==> src/rtl/debounce_toggle.sv <==
// Synchronises and debounces a raw button, emitting a clean level, one-cycle rise/fall pulses, a toggle bit and a press count.
// Latency: an input change held from edge E0 is accepted at edge E0+STABLE_CYCLES+2.
// Backpressure: none; the input is a free-running level and every output is a registered level or pulse.
module debounce_toggle #(
    parameter int STABLE_CYCLES = 4,
    parameter int CNT_W         = 16,
    parameter int PRESS_W       = 8
) (
    input  logic               clk,
    input  logic               reset,
    input  logic               btn_in,
    output logic               btn_level,
    output logic               rise_pulse,
    output logic               fall_pulse,
    output logic               toggle_q,
    output logic [PRESS_W-1:0] press_count
);

    localparam logic [1:0] IDLE_LOW  = 2'd0;
    localparam logic [1:0] WAIT_HIGH = 2'd1;
    localparam logic [1:0] IDLE_HIGH = 2'd2;
    localparam logic [1:0] WAIT_LOW  = 2'd3;

    localparam logic [CNT_W-1:0] CNT_LAST = CNT_W'(STABLE_CYCLES - 1);

    logic             sync1;
    logic             sync2;
    logic [1:0]       state;
    logic [CNT_W-1:0] cnt;

    always_ff @(posedge clk) begin
        if (reset) begin
            sync1       <= 1'b0;
            sync2       <= 1'b0;
            state       <= IDLE_LOW;
            cnt         <= '0;
            btn_level   <= 1'b0;
            rise_pulse  <= 1'b0;
            fall_pulse  <= 1'b0;
            toggle_q    <= 1'b0;
            press_count <= '0;
        end else begin
            sync1      <= btn_in;
            sync2      <= sync1;
            // Pulses default low so they last exactly one cycle after acceptance.
            rise_pulse <= 1'b0;
            fall_pulse <= 1'b0;

            case (state)
                IDLE_LOW: begin
                    if (sync2) begin
                        state <= WAIT_HIGH;
                        cnt   <= '0;
                    end
                end
                WAIT_HIGH: begin
                    if (!sync2) begin
                        state <= IDLE_LOW;
                        cnt   <= '0;
                    end else if (cnt == CNT_LAST) begin
                        state       <= IDLE_HIGH;
                        btn_level   <= 1'b1;
                        rise_pulse  <= 1'b1;
                        toggle_q    <= ~toggle_q;
                        press_count <= press_count + PRESS_W'(1);
                    end else begin
                        cnt <= cnt + CNT_W'(1);
                    end
                end
                IDLE_HIGH: begin
                    if (!sync2) begin
                        state <= WAIT_LOW;
                        cnt   <= '0;
                    end
                end
                WAIT_LOW: begin
                    if (sync2) begin
                        state <= IDLE_HIGH;
                        cnt   <= '0;
                    end else if (cnt == CNT_LAST) begin
                        state      <= IDLE_LOW;
                        btn_level  <= 1'b0;
                        fall_pulse <= 1'b1;
                    end else begin
                        cnt <= cnt + CNT_W'(1);
                    end
                end
                default: begin
                    state <= IDLE_LOW;
                    cnt   <= '0;
                end
            endcase
        end
    end

endmodule

==> config.mk <==
export PLATFORM = sky130hd
export DESIGN_NAME = debounce_toggle
export DESIGN_NICKNAME = d
export VERILOG_FILES = /design/src/rtl/debounce_toggle.sv
export SDC_FILE = /design/constraint.sdc
export NUM_CORES = 1
export LEC_CHECK = 0
export CORE_MARGIN = 1.5
export CORE_UTILIZATION = 35
export DETAILED_ROUTE_END_ITERATION = 8
export GPL_ROUTABILITY_DRIVEN = 0
export GPL_TIMING_DRIVEN = 0
export HOLD_SLACK_MARGIN = 0.02
export PLACE_DENSITY = 0.65
export RECOVER_POWER = 100
export SYNTH_ARGS = -nofsm -noshare
export SYNTH_HDL_FRONTEND = slang
export SYNTH_SLANG_ARGS = --single-unit
==> constraint.sdc <==
create_clock -name clk -period 3.5 [get_ports clk]
set_input_delay 0.7 -clock clk [delete_from_list [all_inputs] [get_ports clk]]
set_output_delay 0.7 -clock clk [all_outputs]
set_load 0.005 [all_outputs]
# Word level (Yosys, flattened, before mapping)

Cells that the tools add are included.

Register bits: 32
Output and inout bits: 12
Logic and storage cells: 54

Add/subtract/negate cells: 2
Equality and inequality tests: 12
Multiplexer cells: 19
Bitwise gates (word level): 4
Reductions and logical operators: 8

Operator list:

| kind                                                             | number |
|---|---|
| 16-bit two-way mux                                               | 5 |
| 16-bit case mux with 4 select lines                              | 1 |
| 16-bit by 1-bit adder with 16-bit output, second input constant  | 1 |
| 16-bit by 2-bit == test with 1-bit output, second input constant | 1 |
| 2-bit two-way mux                                                | 6 |
| 2-bit != test, second input constant                             | 6 |
| 8-bit by 1-bit adder with 8-bit output, second input constant    | 1 |
| 2-bit case mux with 4 select lines                               | 1 |
| 3-bit != test, second input constant                             | 2 |
| 3-bit OR reduction                                               | 2 |
| 1-bit two-way mux                                                | 5 |
| 5-bit AND reduction                                              | 1 |
| 2-bit == test, second input constant                             | 2 |
| 1-bit inverter                                                   | 4 |
| 4-bit AND reduction                                              | 1 |
| 3-bit AND reduction                                              | 1 |
| 2-bit by 1-bit == test with 1-bit output, second input constant  | 1 |
| 2-bit logical NOT                                                | 1 |
| 1-bit case mux with 2 select lines                               | 1 |
| 2-bit AND reduction                                              | 1 |
| 2-bit nonzero test                                               | 1 |

# Longest topological paths before layout

Gate-level depths: netlist (run 1).

Depth in word-level cells: 4
Gate-level depth with buffers: 7
Depth with buffers taken out: 5

# Worst setup path after synthesis (run 1)

No wires, ideal clock.

Path kind: register to register
Start point: reg cnt[0]
End point: reg press_count[6]
Setup time: 70 ps
Arrival time: 1747 ps
Setup slack: 1683 ps
Stages on the path, launching flop included: 7
Buffers on the path: 1
Period minus slack after synthesis: 1817 ps
Cells stage by stage: dfxtp_1 -> ha_1 -> nor4b_1 -> nand4_1 -> buf_2 -> or4_1 -> a21oi_1

Longest elaborated chain between the ends: 2

Ends and longest elaborated chain:

| item                                      | RTL line | text |
|---|---|---|
| start: declaration                        | 29       | `logic [CNT_W-1:0] cnt;` |
| start signal: assignment                  | 67       | `cnt <= cnt + CNT_W'(1);` |
| start signal: assignment                  | 85       | `cnt <= cnt + CNT_W'(1);` |
| 16-bit by 2-bit == test with 1-bit output | 60       | `end else if (cnt == CNT_LAST) begin` |
| 3-bit AND reduction (no source line)      | n/a      |  |
| end signal: assignment                    | 65       | `press_count <= press_count + PRESS_W'(1);` |
| end: declaration                          | 16       | `output logic [PRESS_W-1:0] press_count` |

Every way passes these cells.
A chain may end at the register's enable or synchronous reset.

# Worst setup path after layout (run 1)

Start point: reg cnt[0]
End point: reg press_count[4]

Same word-level chain as after synthesis.

==> impl_results.html, run 1 <==
<table>
<tr><th>Metric</th><th>Value</th></tr>
<tr><th colspan="2">Status</th></tr>
<tr><td>Status</td><td>completed</td></tr>
<tr><th colspan="2">STA</th></tr>
<tr><td>Post-layout minimum cycle time</td><td>2240 ps</td></tr>
<tr><td>Skew final</td><td>9.49 ps</td></tr>
<tr><td>Final slew viol count</td><td>0</td></tr>
<tr><td>RSZ-0062 raised after global routing</td><td>no</td></tr>
<tr><td>Final hold violations</td><td>0</td></tr>
<tr><td>Worst slew pin tran</td><td>465 ps</td></tr>
<tr><td>Highest attainable clock frequency</td><td>0.446 GHz</td></tr>
<tr><td>Final setup violation count</td><td>0</td></tr>
<tr><td>Final worst path period share</td><td>64.1%</td></tr>
<tr><td>Relative slew slack</td><td>68.9%</td></tr>
<tr><td>Final worst slack</td><td>1260 ps</td></tr>
<tr><td>Final-layout setup total negative slack</td><td>0 ps</td></tr>
<tr><th colspan="2">Global routing</th></tr>
<tr><td>Antenna violations before repair</td><td>0</td></tr>
<tr><td>Global-route wire length before repair</td><td>5220 microns</td></tr>
<tr><td>Pin count of the biggest net entering global routing</td><td>12</td></tr>
<tr><td>Via count of the first global-routing pass</td><td>1,143</td></tr>
<tr><td>Global-route usage over all layers</td><td>15.2%</td></tr>
<tr><td>Total global routing overflow</td><td>0</td></tr>
<tr><th colspan="2">Floorplan</th></tr>
<tr><td>IO Count</td><td>15</td></tr>
<tr><td>Width of the chip</td><td>68.2 microns</td></tr>
<tr><td>Effective utilization at floorplan</td><td>36.9%</td></tr>
<tr><td>Vertical extent of the die</td><td>68.2 microns</td></tr>
<tr><td>Total Die Area</td><td>4650 sq um</td></tr>
<tr><td>Area of the core region</td><td>4030 sq um</td></tr>
<tr><td>Number of placement rows</td><td>23</td></tr>
<tr><th colspan="2">Synthesis</th></tr>
<tr><td>List of most frequent post-synthesis cells</td><td>sky130_fd_sc_hd__dfxtp_1, sky130_fd_sc_hd__a21oi_1, sky130_fd_sc_hd__nor2_1</td></tr>
<tr><td>Sequential fraction of the synthesis area</td><td>43.1%</td></tr>
<tr><td>Number of unique standard cell types used by synthesis</td><td>34</td></tr>
<tr><td>Cell type with the highest aggregate area in the netlist</td><td>sky130_fd_sc_hd__dfxtp_1</td></tr>
<tr><td>Post-synth net total</td><td>179</td></tr>
<tr><td>Gate count after technology mapping</td><td>174</td></tr>
<tr><td>Post-synth ARST share</td><td>0%</td></tr>
<tr><td>Most used standard cell by instance count after synthesis</td><td>sky130_fd_sc_hd__dfxtp_1</td></tr>
<tr><td>Number of flops mapped to enable cells by yosys</td><td>0</td></tr>
<tr><td>Total of flip-flops plus latches after synthesis</td><td>32</td></tr>
<tr><td>Primary flip-flop cell chosen by synthesis mapping</td><td>sky130_fd_sc_hd__dfxtp_1</td></tr>
<tr><td>Mapped Area</td><td>1490 sq um</td></tr>
<tr><td>Ranking of synthesized cells by area</td><td>sky130_fd_sc_hd__dfxtp_1, sky130_fd_sc_hd__a21oi_1, sky130_fd_sc_hd__xnor2_1, sky130_fd_sc_hd__nand3_1, sky130_fd_sc_hd__nand4_1</td></tr>
<tr><td>Synth Area per Inst</td><td>8.54 sq um</td></tr>
<tr><td>Yosys warnings</td><td>0</td></tr>
<tr><td>Top cell type's share of synthesized area</td><td>43.1%</td></tr>
<tr><th colspan="2">CTS</th></tr>
<tr><td>Htree depth</td><td>2</td></tr>
<tr><td>Register clock-pin slew on the reported worst setup and hold paths</td><td>70 ps</td></tr>
<tr><td>Number of setup buffers added after CTS</td><td>0</td></tr>
<tr><td>Clock buffer count from CTS</td><td>5</td></tr>
<tr><td>Number of clock sinks</td><td>32</td></tr>
<tr><td>Cell at the root of the clock tree</td><td>sky130_fd_sc_hd__clkbuf_8</td></tr>
<tr><td>Clk Latency, worst-skew pair</td><td>290 ps</td></tr>
<tr><td>Hold buffer count at CTS</td><td>0</td></tr>
<tr><td>Deepest clock path buffer count</td><td>2</td></tr>
<tr><td>TritonCTS clock tree</td><td>yes</td></tr>
<tr><td>CTS resizes</td><td>0</td></tr>
<tr><th colspan="2">Place</th></tr>
<tr><td>HPWL after DPL</td><td>2190 microns</td></tr>
<tr><td>Pre-CTS setup slack</td><td>1340 ps</td></tr>
<tr><td>Cell area after placement</td><td>1680 sq um</td></tr>
<tr><td>Port buffer count</td><td>13</td></tr>
<tr><td>Number of placed instances with taps included</td><td>237</td></tr>
<tr><th colspan="2">Worst setup path</th></tr>
<tr><td>Worst-path fanout max</td><td>10</td></tr>
<tr><td>WS Path Type</td><td>flop to flop</td></tr>
<tr><td>Buffer and inverter count on the worst path</td><td>2</td></tr>
<tr><td>Launch point of the critical path</td><td>cnt[0]</td></tr>
<tr><td>Crit. End Element</td><td>flop</td></tr>
<tr><td>Critical path launch point type</td><td>flop</td></tr>
<tr><td>Worst-case reg-to-reg path depth</td><td>7</td></tr>
<tr><td>Worst reg2reg startpoint</td><td>cnt[0]</td></tr>
<tr><td>Cells along the critical path</td><td>ha_1 -&gt; nor4b_1 -&gt; nand4_1 -&gt; clkbuf_1 -&gt; clkbuf_1 -&gt; o31ai_1 -&gt; a21oi_1</td></tr>
<tr><td>Max incr delay on CP</td><td>400 ps</td></tr>
<tr><td>Worst reg2reg setup slack</td><td>1260 ps</td></tr>
<tr><td>Critical-path top delay cell</td><td>sky130_fd_sc_hd__dfxtp_1</td></tr>
<tr><td>Cell type with the highest occurrence count on the critical path</td><td>sky130_fd_sc_hd__clkbuf_1</td></tr>
<tr><td>Critical Path RT</td><td>3660 ps</td></tr>
<tr><td>End of the worst register-to-register path</td><td>press_count[4]</td></tr>
<tr><td>Cell count along the critical path</td><td>7</td></tr>
<tr><td>Data arrival at the endpoint of the critical path</td><td>2410 ps</td></tr>
<tr><td>Cell type group with the largest total delay on the critical path</td><td>simple AND/OR/NAND/NOR gates</td></tr>
<tr><td>Worst Setup EP</td><td>press_count[4]</td></tr>
<tr><th colspan="2">Layout</th></tr>
<tr><td>Post-synthesis to final-layout area growth</td><td>20.0%</td></tr>
<tr><td>Layout Cells excl Fill</td><td>245</td></tr>
<tr><td>Number of antenna diodes</td><td>0</td></tr>
<tr><td>Final nets</td><td>199</td></tr>
<tr><td>FILL cells</td><td>424</td></tr>
<tr><td>Final standard cell area without fillers</td><td>1780 sq um</td></tr>
<tr><td>Share of final-layout standard cells stronger than drive strength 1</td><td>7.18%</td></tr>
<tr><th colspan="2">Power and ir drop</th></tr>
<tr><td>Leakage Power</td><td>0.566 nW</td></tr>
<tr><td>Switching portion of total power</td><td>21.0%</td></tr>
<tr><td>Power density over the cells</td><td>412 nW/um^2</td></tr>
<tr><td>Clk network pwr share</td><td>48.1%</td></tr>
<tr><td>Worst-case vdd ir drop</td><td>0.000225 V</td></tr>
<tr><td>Total Power Consumption</td><td>0.734 mW</td></tr>
<tr><td>Power share of the sequential group</td><td>49.9%</td></tr>
<tr><td>Switching power summed over all nets</td><td>0.154 mW</td></tr>
<tr><td>P_int</td><td>0.580 mW</td></tr>
<tr><td>Logic pwr share</td><td>2.0%</td></tr>
<tr><th colspan="2">Detailed routing</th></tr>
<tr><td>Post-Route WL</td><td>3200 microns</td></tr>
<tr><td>First-pass DRT Iterations</td><td>4</td></tr>
<tr><td>Post-detailed-route count of antenna-violating nets</td><td>0</td></tr>
<tr><td>Overall via count from detail_route</td><td>1,317</td></tr>
<tr><td>Detail-routed net length per standard cell</td><td>13.0 microns</td></tr>
<tr><td>Drt initial violations</td><td>112</td></tr>
<tr><td>Vias per std cell</td><td>5.38</td></tr>
<tr><td>DRC</td><td>0</td></tr>
<tr><th colspan="2">Hold path</th></tr>
<tr><td>HP Class</td><td>flop to flop</td></tr>
<tr><th colspan="2">Flow run</th></tr>
<tr><td>Number of violations of the max-capacitance limit</td><td>0</td></tr>
</table>
power groups by stage:
stage | logic, mW | registers [mW] | clock network [mW]
2_1_floorplan | 0.00993 | 0.374 | 0
3_3_place_gp | 0.0144 | 0.375 | 0
3_5_place_dp | 0.0148 | 0.375 | 0
4_1_cts | 0.0149 | 0.366 | 0.363
5_1_grt | 0.0161 | 0.366 | 0.379
6_report | 0.0146 | 0.366 | 0.353
worst register-to-register path: cells and delay by family, from the launching register on:
family / cells / cell delay [ps]
flops: 1 / 400
compound gates: 2 / 380
fa+ha+maj: 1 / 260
buf+inv: 2 / 520
simple gates: 2 / 540
registers in the layout (all words and copies together) (netlist names), named ones only:
signal and cells:
cnt 16, press_count 8, btn_level 1, fall_pulse 1, rise_pulse 1, state 1
sync1 1, sync2 1, toggle_q 1
metrics by stage:
step                      utilization (%)  hold WS [ps]
after floorplan                         -           414
after global placement               41.7           416
after detailed placement             41.7           426
after CTS                            44.4           444
after global routing                 44.3           465
final                                44.3           442
worst min path at each step:
stage                     startpoint  endpoint  slack (ps)  depth (start not counted)
final                          sync1     sync2         440                          1
after CTS                      sync1     sync2         440                          1
after global placement         sync1     sync2         420                          1
after global routing           sync1     sync2         470                          1
after detailed placement       sync1     sync2         430                          1
after floorplan                sync1     sync2         410                          1
layout by cell type (no fill, tap or decap), types with 7 or more instances in the layout:
cell type | Yosys | final
sky130_fd_sc_hd__nand2_1 | 10 | 10
sky130_fd_sc_hd__nor2_1 | 13 | 13
sky130_fd_sc_hd__dlygate4sd3_1 | 0 | 13
sky130_fd_sc_hd__dfxtp_1 | 32 | 32
sky130_fd_sc_hd__xnor2_1 | 8 | 8
sky130_fd_sc_hd__clkbuf_1 | 7 | 9
sky130_fd_sc_hd__o21ai_0 | 8 | 8
sky130_fd_sc_hd__a21oi_1 | 15 | 15
sky130_fd_sc_hd__nand3_1 | 10 | 10
sky130_fd_sc_hd__or4_1 | 6 | 7
sky130_fd_sc_hd__nand4_1 | 8 | 8
layout make-up:
class                      instances  area [sq um]  area share, %
buffer                            11          50.0           2.81
clock buffer                       5          68.8           3.86
inverter                           4          15.0          0.842
tap                               50          62.6           3.51
multi-input combinational        127           774           43.4
timing repair buffer              13           130           7.29
sequential                        32           641           35.9
clock inverter                     3          42.5           2.38
routing by layer:
metal / up-vias / GRT usage, % / wire length [microns]
met5: - / 0 / 0
met3: 7 / 4.44 / 125
met1: 605 / 19.7 / 1590
met4: 0 / 7.50 / 57
met2: 26 / 22.9 / 1420
li1: 679 / - / -
logic make-up (layout without fill, tap and decap cells):
group           after synthesis  after routing  share of synthesized area, %
simple gates                 81             81                          31.6
compound gates               33             33                          12.6
flops                        32             32                          43.1
buf+inv                      15             36                          4.55
xor+xnor                     11             11                          6.48
fa+ha+maj                     2              2                          1.68
Power figures use the tool's default switching activity.
==> run 2, diff against run 1 <==
==> constraint.sdc (replaced) <==
create_clock -name clk -period 2.3 [get_ports clk]
set_input_delay 0.46 -clock clk [delete_from_list [all_inputs] [get_ports clk]]
set_output_delay 0.46 -clock clk [all_outputs]
set_load 0.005 [all_outputs]
==> run 2 against run 1 <==
Against the previous run: sequential cell count unchanged; global-route usage unchanged; via count up 0.15%; critical path type unchanged.
==> impl_results.html, run 2 (synthesis gave the netlist of run 1 again) <==
<table>
<tr><th>Metric</th><th>Value</th></tr>
<tr><th colspan="2">Detailed routing</th></tr>
<tr><td>First-pass DRT Iterations</td><td>4 (unchanged)</td></tr>
<tr><td>DRC</td><td>0 (unchanged)</td></tr>
<tr><td>Vias per std cell</td><td>5.38 (+0.15%)</td></tr>
<tr><td>Detail-routed net length per standard cell</td><td>13.0 microns (-0.69%)</td></tr>
<tr><td>Overall via count from detail_route</td><td>1,319 (+0.15%)</td></tr>
<tr><td>Post-Route WL</td><td>3170 microns (-0.69%)</td></tr>
<tr><td>Drt initial violations</td><td>103 (-8.0%)</td></tr>
<tr><td>Post-detailed-route count of antenna-violating nets</td><td>0 (unchanged)</td></tr>
<tr><th colspan="2">STA</th></tr>
<tr><td>Worst slew pin tran</td><td>466 ps (+0.427 ps)</td></tr>
<tr><td>Final setup violation count</td><td>0 (unchanged)</td></tr>
<tr><td>Skew final</td><td>9.90 ps (+0.407 ps)</td></tr>
<tr><td>RSZ-0062 raised after global routing</td><td>no</td></tr>
<tr><td>Final worst path period share</td><td>87.6% (+23 points)</td></tr>
<tr><td>Final hold violations</td><td>0 (unchanged)</td></tr>
<tr><td>Relative slew slack</td><td>69.0% (about the same)</td></tr>
<tr><td>Final-layout setup total negative slack</td><td>0 ps (unchanged)</td></tr>
<tr><td>Final worst slack</td><td>286 ps (-970 ps)</td></tr>
<tr><td>Post-layout minimum cycle time</td><td>2010 ps (-230 ps)</td></tr>
<tr><td>Highest attainable clock frequency</td><td>0.496 GHz (+11%)</td></tr>
<tr><td>Worst Hold Margin</td><td>442 ps (+0.0240 ps)</td></tr>
<tr><td>Final slew viol count</td><td>0 (unchanged)</td></tr>
<tr><th colspan="2">Worst setup path</th></tr>
<tr><td>Cells along the critical path</td><td>ha_1 -&gt; nor4b_2 -&gt; nand4_1 -&gt; buf_2 -&gt; or4_1 -&gt; a21oi_1</td></tr>
<tr><td>Data arrival at the endpoint of the critical path</td><td>2230 ps (-180 ps)</td></tr>
<tr><td>Critical path launch point type</td><td>flop</td></tr>
<tr><td>WS Path Type</td><td>flop to flop</td></tr>
<tr><td>Max incr delay on CP</td><td>510 ps (+110 ps)</td></tr>
<tr><td>Critical Path RT</td><td>2520 ps (-1140 ps)</td></tr>
<tr><td>Critical-path top delay cell</td><td>sky130_fd_sc_hd__or4_1</td></tr>
<tr><td>Worst-case reg-to-reg path depth</td><td>6 (-1)</td></tr>
<tr><td>Worst-path fanout max</td><td>10 (unchanged)</td></tr>
<tr><td>Crit. End Element</td><td>flop</td></tr>
<tr><th colspan="2">Global routing</th></tr>
<tr><td>Global-route usage over all layers</td><td>15.2% (unchanged)</td></tr>
<tr><td>Pin count of the biggest net entering global routing</td><td>12 (unchanged)</td></tr>
<tr><td>Antenna violations before repair</td><td>0 (unchanged)</td></tr>
<tr><td>Via count of the first global-routing pass</td><td>1,143 (unchanged)</td></tr>
<tr><td>Global-route wire length before repair</td><td>5220 microns (unchanged)</td></tr>
<tr><td>Total global routing overflow</td><td>0 (unchanged)</td></tr>
<tr><th colspan="2">Layout</th></tr>
<tr><td>Layout Cells excl Fill</td><td>245 (unchanged)</td></tr>
<tr><td>Number of antenna diodes</td><td>0 (unchanged)</td></tr>
<tr><td>Post-synthesis to final-layout area growth</td><td>20.7%</td></tr>
<tr><td>Regs by FF count</td><td>cnt x16, press_count x8</td></tr>
<tr><td>Max reg flops</td><td>16 (unchanged)</td></tr>
<tr><td>Most common library cell in the layout ignoring fill and taps</td><td>sky130_fd_sc_hd__dfxtp_1</td></tr>
<tr><td>Fin util</td><td>44.5% (+0.25 points)</td></tr>
<tr><td>Final standard cell area without fillers</td><td>1790 sq um (+0.56%)</td></tr>
<tr><td>Final nets</td><td>199 (unchanged)</td></tr>
<tr><td>Share of final-layout standard cells stronger than drive strength 1</td><td>9.23% (+2.1 points)</td></tr>
<tr><td>Register with the highest flop count</td><td>cnt</td></tr>
<tr><td>FILL cells</td><td>423 (-0.24%)</td></tr>
<tr><td>Commonest cells after routing, fill and taps aside</td><td>sky130_fd_sc_hd__dfxtp_1, sky130_fd_sc_hd__a21oi_1, sky130_fd_sc_hd__nor2_1, sky130_fd_sc_hd__dlygate4sd3_1</td></tr>
<tr><th colspan="2">Place</th></tr>
<tr><td>HPWL after DPL</td><td>2190 microns (unchanged)</td></tr>
<tr><td>Port buffer count</td><td>13 (unchanged)</td></tr>
<tr><td>Pre-CTS setup slack</td><td>143 ps (-1200 ps)</td></tr>
<tr><td>Cell area after placement</td><td>1680 sq um (unchanged)</td></tr>
<tr><td>Number of placed instances with taps included</td><td>237 (unchanged)</td></tr>
<tr><th colspan="2">CTS</th></tr>
<tr><td>Register clock-pin slew on the reported worst setup and hold paths</td><td>70 ps (about the same)</td></tr>
<tr><td>Number of clock sinks</td><td>32 (unchanged)</td></tr>
<tr><td>Htree depth</td><td>2 (unchanged)</td></tr>
<tr><td>TritonCTS clock tree</td><td>yes</td></tr>
<tr><td>Clk Latency, worst-skew pair</td><td>290 ps (about the same)</td></tr>
<tr><td>Deepest clock path buffer count</td><td>2 (unchanged)</td></tr>
<tr><td>Clock buffer count from CTS</td><td>5 (unchanged)</td></tr>
<tr><td>Cell at the root of the clock tree</td><td>sky130_fd_sc_hd__clkbuf_8</td></tr>
<tr><th colspan="2">Power and ir drop</th></tr>
<tr><td>Power density over the cells</td><td>622 nW/um^2 (+51%)</td></tr>
<tr><td>Worst-case vdd ir drop</td><td>0.000342 V (+52%)</td></tr>
<tr><td>Total Power Consumption</td><td>1.12 mW (+52%)</td></tr>
<tr><td>Leakage Power</td><td>0.577 nW (+1.8%)</td></tr>
<tr><th colspan="2">Flow run</th></tr>
<tr><td>Number of violations of the max-capacitance limit</td><td>0 (unchanged)</td></tr>
<tr><th colspan="2">Floorplan</th></tr>
<tr><td>Area of the core region</td><td>4030 sq um (unchanged)</td></tr>
<tr><td>Vertical extent of the die</td><td>68.2 microns (unchanged)</td></tr>
<tr><td>Effective utilization at floorplan</td><td>36.9% (unchanged)</td></tr>
<tr><td>Number of placement rows</td><td>23 (unchanged)</td></tr>
<tr><td>IO Count</td><td>15 (unchanged)</td></tr>
<tr><td>Width of the chip</td><td>68.2 microns (unchanged)</td></tr>
<tr><td>Total Die Area</td><td>4650 sq um (unchanged)</td></tr>
<tr><th colspan="2">Status</th></tr>
<tr><td>Status</td><td>completed</td></tr>
<tr><th colspan="2">Hold path</th></tr>
<tr><td>Number of instances on the worst hold path</td><td>1 (unchanged)</td></tr>
<tr><td>HP Class</td><td>flop to flop</td></tr>
</table>
## run 2: cell count changes in the layout (fill, tap and decap cells not counted)
cell and change:
sky130_fd_sc_hd__nor4b_2 +1, sky130_fd_sc_hd__clkbuf_1 -3, sky130_fd_sc_hd__nor4b_1 -1, sky130_fd_sc_hd__clkbuf_2 +1, sky130_fd_sc_hd__buf_2 +2
## run 2: worst paths after layout
check | startpoint | end | slack [ps]
setup / recovery | cnt[0] | press_count[6] | 290
hold reg to reg | sync1 | sync2 | 440
setup reg to reg | cnt[0] | press_count[6] | 290
hold / removal | sync1 | sync2 | 440
## run 2: final cells by class
class,instances,area (sq um),share of cell area [%]
multi-input combinational,127,781,43.5
sequential,32,641,35.7
timing repair buffer,13,130,7.25
clock buffer,5,68.8,3.84
tap,50,62.6,3.49
buffer,11,53.8,3.00
clock inverter,3,42.5,2.37
inverter,4,15.0,0.837
## run 2: power breakdown
group / internal, mW / switching (mW) / leakage [nW]
logic: 0.00614 / 0.0162 / 0.264
registers: 0.556 / 0.00146 / 0.258
clock network: 0.320 / 0.217 / 0.0541
## run 2: timing repair
item,CTS,global route
setup endpoints to repair,0,11
resized for setup,0,3
setup buffers,0,0
hold endpoints to repair,0,0
hold buffers,0,0
## run 2: worst max-delay path, delay by kind of cell (launching register included)
kind	cells	cell delay [ps]
adder cells (fa/ha/maj)	1	260
AO/OA/AOI/OAI	1	160
buffers and inverters	1	210
AND/OR/NAND/NOR	3	920
flip-flops	1	400
## run 2: metal layers
metal	part of all wire [%]	global-route usage (%)	up-vias
met1	49	19.7	605
met4	1.8	7.50	0
met3	4.0	4.44	7
li1	-	-	680
met5	0	0	-
met2	45	22.9	27
